===== config.mk =====
export PLATFORM = sky130hd
export DESIGN_NAME = ram_port_steer
export DESIGN_NICKNAME = d
export VERILOG_FILES = /design/src/rtl/ram_port_steer.sv
export SDC_FILE = /design/constraint.sdc
export NUM_CORES = 1
export LEC_CHECK = 0
export ABC_AREA = 1
export CORE_ASPECT_RATIO = 0.75
export CORE_MARGIN = 2
export CORE_UTILIZATION = 46
export CTS_BUF_LIST = sky130_fd_sc_hd__clkbuf_4 sky130_fd_sc_hd__clkbuf_8
export CTS_CLUSTER_SIZE = 28
export DETAILED_ROUTE_END_ITERATION = 12
export GPL_ROUTABILITY_DRIVEN = 1
export GPL_TIMING_DRIVEN = 0
export MAX_ROUTING_LAYER = met4
export PLACE_DENSITY_LB_ADDON = 0.3
export SYNTH_ARGS = -nofsm -noshare
export SYNTH_HDL_FRONTEND = slang
export SYNTH_SLANG_ARGS = --single-unit
export TNS_END_PERCENT = 1

===== constraint.sdc =====
create_clock -name clk_i -period 3 [get_ports clk_i]
set_clock_uncertainty 0.1 [all_clocks]
set_input_delay 0.6 -clock clk_i [delete_from_list [all_inputs] [get_ports clk_i]]
set_output_delay 0.6 -clock clk_i [all_outputs]
set_load 0.02 [all_outputs]

===== src/rtl/ram_port_steer.sv =====
// ram_port_steer: byte-lane steering front end for the split even/odd RAM.
//
// One 8- or 16-bit access is accepted at a time. The byte at address A goes
// to lane A[0] (0 = even, 1 = odd). The second byte of a wide access is at
// A+1 mod 2^15 and always uses the other lane. Read data is assembled in
// byte order and returned on a valid/ready response channel.
//
// Optional feature macro: RAMSTEER_RANGECHECK_EN
//   defined   : accesses outside 0x4000-2^ADDRBITS..0x3fff are rejected
//               (rsp_err_o=1, rsp_rdata_o=0xFFFF, no bank activity).
//   undefined : no check; the upper address bits are ignored and every
//               address aliases into the RAM window. rsp_err_o stays 0.
//
// Ports:
//   clk_i, reset_i             clock, async active-high reset
//   req_*_i / req_ready_o      request channel (addr, write, wide, wdata)
//   rsp_*_o / rsp_ready_i      response channel (rdata, err)
//   read_addr_*_o              bank read addresses (data returns next cycle)
//   read_data_*_i              bank read data
//   write_addr/data/en_*_o     bank write ports
//
// state    | meaning
// ---------+---------------------------------------------------------
// IDLE     | ready for a request; request fields captured on accept
// ISSUE    | bank addresses driven; write strobes high for this cycle
// CAPTURE  | bank read data valid, latched into the response register
// RESP     | response held until rsp_ready_i
module ram_port_steer #(
  parameter int ADDRBITS = 10
) (
  input  logic        clk_i,
  input  logic        reset_i,
  input  logic        req_valid_i,
  output logic        req_ready_o,
  input  logic [14:0] req_addr_i,
  input  logic        req_write_i,
  input  logic        req_wide_i,
  input  logic [15:0] req_wdata_i,
  output logic        rsp_valid_o,
  input  logic        rsp_ready_i,
  output logic [15:0] rsp_rdata_o,
  output logic        rsp_err_o,
  output logic [14:0] read_addr_even_o,
  output logic [14:0] read_addr_odd_o,
  input  logic [7:0]  read_data_even_i,
  input  logic [7:0]  read_data_odd_i,
  output logic [14:0] write_addr_even_o,
  output logic [14:0] write_addr_odd_o,
  output logic [7:0]  write_data_even_o,
  output logic [7:0]  write_data_odd_o,
  output logic        write_en_even_o,
  output logic        write_en_odd_o
);

  typedef enum logic [1:0] {ST_IDLE, ST_ISSUE, ST_CAPTURE, ST_RESP} state_e;

  localparam logic [15:0] RAM_BYTES = 16'd1 << ADDRBITS;
  localparam logic [14:0] WIN_LO    = 15'(16'h4000 - RAM_BYTES);

  state_e state_q, state_d;

  logic        wide_q, odd_q, write_q;
  logic        rsp_err_q;
  logic [15:0] rsp_rdata_q;
  logic [14:0] read_addr_even_q, read_addr_odd_q;
  logic [14:0] write_addr_even_q, write_addr_odd_q;
  logic [7:0]  write_data_even_q, write_data_odd_q;
  logic        write_en_even_q, write_en_odd_q;

  logic [14:0] a0, a1, ea0, ea1, even_addr, odd_addr;
  logic [7:0]  even_wdata, odd_wdata;
  logic        use_even, use_odd, reject, accept;

`ifdef RAMSTEER_RANGECHECK_EN
  localparam logic [14:0] WIN_HI = 15'h3fff;

  function automatic logic in_window(input logic [14:0] a);
    return (a >= WIN_LO) && (a <= WIN_HI);
  endfunction
`else
  localparam logic [14:0] AMASK = 15'(RAM_BYTES - 16'd1);
`endif

  // Request decode, used only on the accept edge.
  always_comb begin
    a0 = req_addr_i;
    a1 = req_addr_i + 15'd1;   // wraps 0x7fff -> 0x0000
`ifdef RAMSTEER_RANGECHECK_EN
    ea0    = a0;
    ea1    = a1;
    reject = !in_window(a0) || (req_wide_i && !in_window(a1));
`else
    // Fold any address onto the window so the bank sees an in-range address.
    ea0    = (a0 & AMASK) | WIN_LO;
    ea1    = (a1 & AMASK) | WIN_LO;
    reject = 1'b0;
`endif
    even_addr  = a0[0] ? ea1 : ea0;
    odd_addr   = a0[0] ? ea0 : ea1;
    even_wdata = a0[0] ? req_wdata_i[15:8] : req_wdata_i[7:0];
    odd_wdata  = a0[0] ? req_wdata_i[7:0]  : req_wdata_i[15:8];
    use_even   = !a0[0] || req_wide_i;
    use_odd    = a0[0]  || req_wide_i;
    accept     = (state_q == ST_IDLE) && req_valid_i;
  end

  always_ff @(posedge clk_i or posedge reset_i) begin
    if (reset_i) state_q <= ST_IDLE;
    else         state_q <= state_d;
  end

  always_comb begin
    state_d = state_q;
    case (state_q)
      ST_IDLE:    if (req_valid_i) state_d = reject ? ST_RESP : ST_ISSUE;
      ST_ISSUE:   state_d = write_q ? ST_RESP : ST_CAPTURE;
      ST_CAPTURE: state_d = ST_RESP;
      ST_RESP:    if (rsp_ready_i) state_d = ST_IDLE;
      default:    state_d = ST_IDLE;
    endcase
  end

  always_comb begin
    req_ready_o = (state_q == ST_IDLE);
    rsp_valid_o = (state_q == ST_RESP);
  end

  // Bank ports are registered on the accept edge so they are valid for the
  // whole ISSUE cycle; lanes not used by an access keep their last value.
  always_ff @(posedge clk_i or posedge reset_i) begin
    if (reset_i) begin
      wide_q            <= 1'b0;
      odd_q             <= 1'b0;
      write_q           <= 1'b0;
      rsp_err_q         <= 1'b0;
      rsp_rdata_q       <= '0;
      read_addr_even_q  <= '0;
      read_addr_odd_q   <= '0;
      write_addr_even_q <= '0;
      write_addr_odd_q  <= '0;
      write_data_even_q <= '0;
      write_data_odd_q  <= '0;
      write_en_even_q   <= 1'b0;
      write_en_odd_q    <= 1'b0;
    end else begin
      write_en_even_q <= 1'b0;
      write_en_odd_q  <= 1'b0;
      if (accept) begin
        wide_q  <= req_wide_i;
        odd_q   <= a0[0];
        write_q <= req_write_i;
        if (reject) begin
          rsp_err_q   <= 1'b1;
          rsp_rdata_q <= 16'hFFFF;
        end else begin
          rsp_err_q   <= 1'b0;
          rsp_rdata_q <= '0;
          if (req_write_i) begin
            if (use_even) begin
              write_addr_even_q <= even_addr;
              write_data_even_q <= even_wdata;
              write_en_even_q   <= 1'b1;
            end
            if (use_odd) begin
              write_addr_odd_q <= odd_addr;
              write_data_odd_q <= odd_wdata;
              write_en_odd_q   <= 1'b1;
            end
          end else begin
            if (use_even) read_addr_even_q <= even_addr;
            if (use_odd)  read_addr_odd_q  <= odd_addr;
          end
        end
      end else if (state_q == ST_CAPTURE) begin
        rsp_rdata_q[7:0]  <= odd_q ? read_data_odd_i : read_data_even_i;
        rsp_rdata_q[15:8] <= !wide_q ? 8'h00 :
                             (odd_q ? read_data_even_i : read_data_odd_i);
      end
    end
  end

  assign rsp_rdata_o       = rsp_rdata_q;
  assign rsp_err_o         = rsp_err_q;
  assign read_addr_even_o  = read_addr_even_q;
  assign read_addr_odd_o   = read_addr_odd_q;
  assign write_addr_even_o = write_addr_even_q;
  assign write_addr_odd_o  = write_addr_odd_q;
  assign write_data_even_o = write_data_even_q;
  assign write_data_odd_o  = write_data_odd_q;
  assign write_en_even_o   = write_en_even_q;
  assign write_en_odd_o    = write_en_odd_q;

endmodule


Yosys cells after proc, flatten, opt, wreduce, memory -nomap -nowiden
Cells that the tools add are included.
- output and inout bits: 97
- input port bits: 53
- bits in registers: 99
- reductions and logical operators: 11
- multiplexer cells: 19
- bitwise logic cells: 1
- equal/unequal tests: 5
- $add $sub $neg: 1
- operators with widths (operator ; count):
    $mux W8 ; 5
    $mux W16 ; 2
    $mux W10 ; 2
    $reduce_and A3 Y1 ; 4
    $add A10 B1 Y10 const B ; 1
    $pmux W2 S4 ; 1
    $mux W1 ; 7
    $eq A2 B2 Y1 const B ; 2
    $mux W2 ; 2
    $eq A2 B1 Y1 const B ; 1
    $logic_not A2 Y1 ; 1
    $logic_or A1 B1 Y1 ; 2
    $ne A2 B1 Y1 const B ; 1
    $ne A2 B2 Y1 const B ; 1
    $reduce_and A2 Y1 ; 1
    $reduce_bool A2 Y1 ; 1
    $logic_and A1 B1 Y1 ; 1
    $logic_not A1 Y1 ; 1
    $not A1 Y1 ; 1

Logic depth before layout (Yosys ltp)
Gate-level depths: netlist of run 1.
- word-level depth: 5
- mapped depth: 10

Worst setup path before layout of run 1
OpenSTA, ideal clock, no wires.
- path kind: reg-to-reg
- start point: register state_q[1]
- end point: register read_addr_even_q[1], in the netlist read_addr_even_o[1]
- period minus slack after synthesis: 1.787 ns
- buffers on the path: 0
- required time: 2.782 ns
- cell stages (with the launch flop): 8
- setup time: 0.118 ns
- arrival time: 1.569 ns
- slack: 1.213 ns
- path through: dfrtp_1 -> inv_1 -> ha_1 -> nand2_4 -> nor3_4 -> inv_2 -> nand2_1 -> o21ai_2
- cells in the longest elaborated chain, start to end: 3
- RTL lines (what ; RTL line ; RTL):
    start, declared ; 60 ; state_e state_q, state_d;
    start signal, assigned ; 109 ; else state_q <= state_d;
    $logic_not A2 Y1 ; -- ;
    named net req_ready_o ; 34 ; output logic req_ready_o,
    $logic_and A1 B1 Y1 ; 104 ; accept = (state_q == ST_IDLE) && req_valid_i;
    $reduce_and A3 Y1 (no line) ; -- ;
    end signal, assigned ; 170 ; if (use_even) read_addr_even_q <= even_addr;
    end, declared ; 65 ; logic [14:0] read_addr_even_q, read_addr_odd_q;
The timed path passes the listed nets, and every way through them passes these cells.
A chain may end at the register's enable or synchronous reset.

Worst setup path after layout of run 1
- start point: register state_q[1]
- end point: output req_ready_o
- cells in the longest elaborated chain, start to end: 1
- RTL lines (what ; RTL line ; RTL):
    $logic_not A2 Y1 ; 124 ; req_ready_o = (state_q == ST_IDLE);
    end, declared ; 34 ;
Every way passes these cells.

==> results.md, run 1 <==
- Chip width: 110 um
- Maxcap violations: 0
- Data arrival, critical path: 1.81 ns
- Number of H-tree levels: 3
- Routed vias: 3627
- F_max: about 0.40 GHz
- Clock tree from TritonCTS: yes
- CP Data Required Time: 2.30 ns
- Power share of the clock group: 13.3%
- Int Pwr: 3.40 mW
- Overall Global Routing Usage: 25.0%
- Cell Pwr Density: 1020 nW/um^2
- Sw power: roughly 2.4 mW
- Comb pwr share: between 50% and 60%
- Row count: 29
- Setup crit start kind: flip-flop
- Die area: roughly 9000 um^2
- Clk slew on worst S/H paths: about 0.09 ns
- Cts repair resizes: 0
- Worst slew pin tran: 0.581 ns
- Post-synth EDFFs: 0
- Post-CTS setup buffers: 0
- Hold violation total from the final report: 0
- Crit share post-route: 83.7%
- Worst hold slack: slightly below 0.4 ns
- Clock root buffer: clkbuf_8
- WS Path Type: flip-flop to output pin
- Area leader, netlist: dfrtp_1
- Non-Filler Instances: 717
- Clock Latency Late Sink: 0.34 ns
- Post-synthesis sequential area ratio: between 50% and 60%
- Largest net degree at the start of global routing: 44
- Sw frac: 40.9%
- Share of layout cells above drive strength 1: 12.5%
- Final Util: 67.7%
- Number of synthesized register bits: 79
- Via-per-instance ratio: a little over 5
- Synth warn: 0
- IO buf count: 137
- First-pass GRT wire length: 17.2 mm
- Antenna violations before repair: 0
- Post-Syn Instances: 449
- CTS sink cnt: 79
- Core Region: 8350 um^2
- DIE HEIGHT: 83.8 um
- Async SR Flop Fraction: 100%
- DRT Pass-1 Iters: 4
- Hold buffers post-CTS: 0
- Vias in the first global route: 3498
- Pre-CTS setup slack: 0.486 ns
- Syn avg cell area: 8.70 um^2
- Grt peak-use layer: met2
- Max-Slew Margin vs Limit: 61.3%
- Synth-to-layout area growth: 44.7%
- Predominant post-synthesis flop cell: dfrtp_1
- DR WL/cell: 14.8 um
- Placed cells: ~700
- Final WS setup: between 0.4 and 0.5 ns
- Placement Cell Area: 5460 um^2
- Top post-synthesis cells by area: dfrtp_1 51%, nand2_1 13%, nor2_1 5.5%
- Grt total ovfl: 0
- CP Capture Type: output pin
- Final HPWL from detailed placement: 8.05 mm
- Final antenna-violating net count: 0
- Number of inserted diodes: 0
- RSZ-0062 raised after global routing: false
- Tmin final: 2.51 ns
- Post-Syn Area: just under 4000 um^2
- Residual DRC: 0
- Grt met1 use: 34.0%
- Synth top area share: 50.6%
- Outcome: completed
- Pins Over Slew Limit: 0
- Static leakage: 2.64 nW
- Worst hold path class: flip-flop to flip-flop
- Netlist cell types: 34
- GR Layer Usage met2: roughly 38%
- Effective utilization at floorplan: 46.8%
- DR iter-0 viols: 185
- Total Wirelength: 10.6 mm
- # IOs: 150
- Pwr Total: approximately 5.7 mW
- Maximum clock path buffer count: 2
- Setup TNS: 0 ns
- Crit Path Max Fanout: 5
- Max IR drop VDD: 558 uV
- Fin area: 5650 um^2
- Met3 usage: ~6.7%
- Total CTS buffers: 9
- Final GP Congestion: 0.872
- Setup-failing EPs final: 0
- Sequential share of power: 32.4%
- # nets final: 664
cells in the final DEF, fill, tap and decap left out, types with 2 or more instances in the layout:
cell / instances
clkbuf_8: 12
buf_1: 2
conb_1: 7
nand2_1: 137
a31oi_2: 3
inv_1: 31
or2_2: 4
inv_2: 4
o32ai_1: 16
clkdlybuf4s50_1: 137
o21ai_2: 5
nor2_8: 2
clkinv_4: 2
nor2_4: 2
inv_4: 2
nor2_1: 57
xor2_1: 3
o21ai_0: 10
a31oi_1: 13
a21oi_1: 2
ha_1: 7
clkinvlp_4: 2
or2_1: 2
buf_2: 3
clkbuf_1: 2
dfrtp_1: 79
buf_4: 24
nand2_4: 2
nand3_1: 24
buf_6: 4
worst max-delay path, cell delays in order (launching register included):
cell and delay (ns):
dfrtp_1 0.42, inv_1 0.15, ha_1 0.26, clkdlybuf4s50_1 0.64
layer usage:
layer  up-vias  wire length (um)
li1       1729                 -
met1      1756              4740
met2       135              4990
met3         7               785
met4         0                85
met5         -                 0
area by class of cell:
cell class / count / area, um^2
buffer: 37 / 284
fill: 692 / 2700
sequential: 79 / 1980
clock buffer: 11 / 151
clock inverter: 5 / 41.3
multi-input combinational: 302 / 1530
inverter: 37 / 144
tap: 108 / 135
timing repair buffer: 138 / 1390
sequential cells by signal, summed over array words and instances, names as in the netlist, 2 cells and up:
name / count
state_q: 2
write_data_even_o: 8
read_addr_odd_o: 10
write_addr_odd_o: 10
rsp_rdata_o: 16
write_data_odd_o: 8
read_addr_even_o: 10
write_addr_even_o: 10
power groups by stage:
stage	clock (mW)	combinational [mW]	sequential (mW)
final	0.766	3.12	1.86
after global placement	0	3.06	1.85
after global routing	0.818	3.37	1.92
after CTS	0.775	3.15	1.86
after floorplan	0	1.16	2.37
after detailed placement	0	3.14	1.87
worst paths after layout:
kind / start / end / slack (ns) / cells after the start
max in group asynchronous: reset_i / write_data_even_o[6] / 1.68 / 3
max: state_q[1] / req_ready_o / 0.49 / 3
max reg2reg: state_q[1] / read_addr_even_o[1] / 1.06 / 7
min in group asynchronous: reset_i / write_addr_odd_o[8] / 0.52 / 2
min reg2reg: write_addr_even_o[7] / write_addr_even_o[7] / 0.39 / 2
min: write_addr_even_o[7] / write_addr_even_o[7] / 0.39 / 2
cell families (layout without fill, tap and decap cells):
logic type               after synthesis  after routing  synth area share (%)
adder cells (fa/ha/maj)                7              7                  2.24
AO/OA/AOI/OAI                         51             51                  9.64
other                                  1              7                0.0960
buffers and inverters                 74            228                  10.9
AND/OR/NAND/NOR                      233            233                  25.6
flip-flops                            79             79                  50.6
XOR/XNOR                               4              4                 0.897
cells in the mapped netlist, types with 4 or more instances:
master,count
inv_2,4
or2_2,4
o21ai_0,10
buf_4,24
ha_1,7
inv_1,32
o21ai_2,5
o32ai_1,16
nor2_1,57
buf_6,4
a31oi_1,13
nand3_1,24
nand2_1,137
dfrtp_1,79
Note: power is estimated with default switching activity, not from simulation.
==> run 2: changes to the inputs <==
CORE_UTILIZATION = 41   (was 46)
clock period = 2.3 ns   (was 3 ns; I/O delays follow)
==> results.md, run 2 (synthesized netlist as in run 1, its figures left out) <==
- CTS sink cnt: between 70 and 80
- Via-per-instance ratio: 4.76
- Core Region: 9160 um^2
- Die area: 10300 um^2
- Final GP Congestion: 0.867
- RSZ-0062 raised after global routing: false
- Top Metal Used: met4
- Cts repair resizes: 1
- Final Util: 62.0%
- Wl on met1: 4.85 mm
- Overall Global Routing Usage: 22.0%
- Worst Setup SP: state_q[0]
- Crit share post-route: approximately 92%
- Crit Path Max Fanout: 4
- F_max: 0.474 GHz
- Share of layout cells above drive strength 1: around an eighth
- WS Path Type: flip-flop to output pin
- Residual DRC: 0
- Hold violation total from the final report: 0
- DIE HEIGHT: 88.5 um
- IO buf count: 137
- Outcome: completed
- Routed vias: 3510
- CP Capture Type: output pin
- Largest net degree at the start of global routing: 43
- Clock root buffer: clkbuf_8
- FF-to-FF End: read_addr_even_o[1]
- Cell Pwr Density: between 1000 and 1500 nW/um^2
- First-pass GRT wire length: approximately 17 mm
- Crit Reg-Reg Startpoint: state_q[1]
- Crit path capture: rsp_valid_o
- Met2 wire length: 5.16 mm
- Static leakage: 2.65 nW
- Worst hold path class: flip-flop to flip-flop
- Final antenna-violating net count: 0
- Synth-to-layout area growth: 45.4%
- Total Wirelength: 10.7 mm
- Setup-failing EPs final: 0
- # IOs: 150
- Max IR drop VDD: 750 uV
- Vias in the first global route: 3413
- Most frequent cells in the layout: 137 x nand2_1, 136 x clkdlybuf4s50_1, 79 x dfrtp_1, 57 x nor2_1, 31 x inv_1
- DR WL/cell: 14.5 um
- CP Data Required Time: 1.74 ns
- Worst hold path depth: 2
- Commonest non-fill, non-tap cell in the layout: nand2_1
- R2R setup slack: 0.31 ns
- Hold buffers post-CTS: 0
- Max-Slew Margin vs Limit: ~45%
- Worst slew pin tran: 0.830 ns
- Antenna violations before repair: 0
- # nets final: 664
- Chip width: 117 um
- Data arrival, critical path: 1.55 ns
- Routed length on met3: 646 um
- Largest register FFs: 16
- Tmin final: 2.11 ns
- Worst Reg-to-Reg Cells: 7
- Clock Latency Late Sink: 0.36 ns
- Clock tree from TritonCTS: yes
- Final HPWL from detailed placement: 8.21 mm
- Maximum clock path buffer count: 2
- Effective utilization at floorplan: 42.6%
- Setup crit start kind: flip-flop
- Pins Over Slew Limit: 0
- DRT Pass-1 Iters: 4
- Worst hold slack: 0.388 ns
- Post-CTS setup buffers: 0
- DR iter-0 viols: 181
- Maxcap violations: 0
- Total CTS buffers: 9
- Fill cell count: between 800 and 900
- Number of H-tree levels: 3
- Row count: 30
- Grt total ovfl: 0
- Multi-input logic area: roughly 1500 um^2
- Number of inserted diodes: 0
- Setup TNS: 0 ns
- FF+latch area: a little under 2000 um^2
- Clk slew on worst S/H paths: roughly 0.080 ns
==> run 2: worst max-delay path, stage by stage (launching register included) <==
cell and delay (ns):
dfrtp_1 0.40, ha_1 0.18, clkdlybuf4s50_1 0.60
==> run 2: where the power goes <==
part           switching, mW  internal [mW]  total, mW  leakage [nW]
clock network          0.511          0.525       1.04        0.0981
logic                   2.13           1.95       4.08          1.58
registers              0.396           2.02       2.41         0.968
total                   3.04           4.49       7.53          2.65
==> run 2: metrics by stage <==
stage	power, mW	std cells	area [um^2]	setup WS [ns]
finish	7.53	737	5680	0.190
global route	7.99	737	5680	0.0944
CTS	7.59	737	5680	0.160
detailed placement	6.53	721	5480	-0.105
global placement	6.42	720	5460	-0.0754
floorplan	4.61	455	3930	0.513
==> run 2: layout make-up <==
class                   instances  area share [%]
plain buffers                  37            5.00
clock inverters                 6            1.06
multi-input cells             302            26.9
repair buffers                138            24.5
inverters                      37            2.56
clock buffers                  10            2.42
flip-flops and latches         79            34.8
well taps                     128            2.82
==> run 2: worst min-delay path by stage <==
stage                         start              endpoint
2_1_floorplan                wide_q                wide_q
3_3_place_gp    write_addr_odd_o[6]   write_addr_odd_o[6]
3_5_place_dp    write_addr_odd_o[4]   write_addr_odd_o[4]
4_1_cts         read_addr_even_o[3]   read_addr_even_o[3]
5_1_grt        write_addr_even_o[3]  write_addr_even_o[3]
6_report        write_addr_odd_o[6]   write_addr_odd_o[6]
==> run 2: metal layers <==
metal  track usage [%]  vias to the layer above
met5                 -                        -
met4              6.95                        0
met3              5.96                        4
met2              33.7                      111
li1                  -                     1733
met1              28.8                     1662
==> run 3: changes to the inputs <==
CORE_MARGIN = 5   (was 2)
==> results.md, run 3 (synthesized netlist as in run 1, its figures left out) <==
- Post-CTS setup buffers: 0
- Clk slew on worst S/H paths: 0.09 ns
- Hold buffers post-CTS: 0
- Worst-path cell chain: ha_1 > clkdlybuf4s50_1
- Worst hold path class: flip-flop to flip-flop
- Crit path max-delay family: buffers and inverters
- Total CTS buffers: 9
- # IOs: 150
- R2R setup slack: roughly 0.32 ns
- Final HPWL from detailed placement: ~8.7 mm
- Worst-path cell with the longest stage delay: clkdlybuf4s50_1
- Maximum clock path buffer count: 2
- Final Util: roughly 62%
- Fin area: 5680 um^2
- Final antenna-violating net count: 0
- Number of H-tree levels: 3
- Sequential share of power: around a third
- Number of inserted diodes: 0
- Grt total ovfl: 0
- Outcome: completed
- F_max: 0.475 GHz
- Crit share post-route: about nine tenths
- Final GP Congestion: 0.870
- DIE HEIGHT: 94.5 um
- Fill cell count: 822
- Comb pwr share: 54.3%
- Placement Cell Area: around 5500 um^2
- Multi-input logic area: 1530 um^2
- Maxcap violations: 0
- Clock Latency Late Sink: 0.35 ns
- Cell Pwr Density: 1330 nW/um^2
- Tmin final: 2.11 ns
- Crit Path Max Fanout: 4
- Antenna violations before repair: 0
- CP Data Required Time: roughly 1.7 ns
- DR iter-0 viols: 214
- Synth-to-layout area growth: 45.4%
- DR WL/cell: 15.3 um
- Largest register FFs: 16
- RSZ-0062 raised after global routing: false
- Worst slew pin tran: 0.844 ns
- Largest net degree at the start of global routing: 43
- Setup-failing EPs final: 0
- Vias in the first global route: 3662
- Max-Slew Margin vs Limit: 43.6%
- Chip width: roughly 120 um
- Clock root buffer: clkbuf_8
- CTS sink cnt: 79
- Residual DRC: 0
- CP Capture Type: output pin
- Power share of the clock group: around 14%
- Row count: 30
- Commonest non-fill, non-tap cell in the layout: nand2_1
- FF+latch area: 1980 um^2
- Die area: approximately 12000 um^2
- Routed vias: 3566
- First-pass GRT wire length: 18.1 mm
- Max IR drop VDD: 729 uV
- Data arrival, critical path: approximately 1.6 ns
- Most frequent cells in the layout: 137 x nand2_1, 136 x clkdlybuf4s50_1, 79 x dfrtp_1, 57 x nor2_1, 31 x inv_1
- Sw power: 3.06 mW
- DRT Pass-1 Iters: 4
- Biggest cell delay along the critical path: just over 0.6 ns
- Clock tree from TritonCTS: yes
- WS Path Type: flip-flop to output pin
- Pins Over Slew Limit: 0
- Sw frac: 40.5%
- Share of layout cells above drive strength 1: 12.3%
- Effective utilization at floorplan: between 40% and 50%
- Core Region: about 9000 um^2
- Total Wirelength: 11.2 mm
- CP bufs+invs: 1
- Int Pwr: 4.49 mW
- Cts repair resizes: 1
- Overall Global Routing Usage: approximately 21%
- Hold violation total from the final report: 0
- Static leakage: 2.65 nW
- Setup crit start kind: flip-flop
- IO buf count: between 100 and 150
- Via-per-instance ratio: between 4 and 5
- # nets final: 664
## run 3: power by group through the flow
stage / logic, mW / clock network, mW / registers [mW]
2_1_floorplan: 1.52 / 0 / 3.09
6_report: 4.10 / 1.04 / 2.41
3_5_place_dp: 4.14 / 0 / 2.43
3_3_place_gp: 4.04 / 0 / 2.40
5_1_grt: 4.42 / 1.12 / 2.50
4_1_cts: 4.15 / 1.07 / 2.41
## run 3: layer usage
metal,GRT usage (%),vias up,wire (um)
met2,32.4,118,5360
met1,26.4,1709,5050
met5,-,-,0
li1,-,1725,-
met3,5.57,14,709
met4,4.94,0,129
## run 3: path summary, 6_finish.rpt
check,endpoint,start,cells past startpoint
max in group asynchronous,rsp_rdata_o[9],reset_i,3
max reg2reg,read_addr_even_o[1],state_q[1],7
min in group asynchronous,write_addr_odd_o[12],reset_i,2
min reg2reg,read_addr_odd_o[9],read_addr_odd_o[9],2
min,read_addr_odd_o[9],read_addr_odd_o[9],2
max,rsp_valid_o,state_q[0],2
## run 3: stage by stage
step                TNS (ns)  setup WS, ns  power, mW  hold WS [ns]  cells
floorplan                  0         0.513       4.61         0.350    455
global route               0         0.116       8.04         0.414    736
global placement       -4.42       -0.0604       6.44         0.363    720
CTS                        0         0.174       7.63         0.390    736
detailed placement   -0.0993       -0.0490       6.57         0.369    721
finish                     0         0.195       7.56         0.387    736
## run 3: final cells by class
cell class,count,share of cell area (%)
flip-flops and latches,79,34.8
multi-input cells,302,26.9
clock buffers,10,2.42
clock inverters,5,1.04
well taps,128,2.82
plain buffers,37,5.00
inverters,37,2.56
repair buffers,138,24.5
## run 3: worst min-delay path, delay by kind of cell (launching register included)
kind,cells,cell delay (ns)
flip-flops,1,0.35
AND/OR/NAND/NOR,1,0.05
AO/OA/AOI/OAI,1,0.05
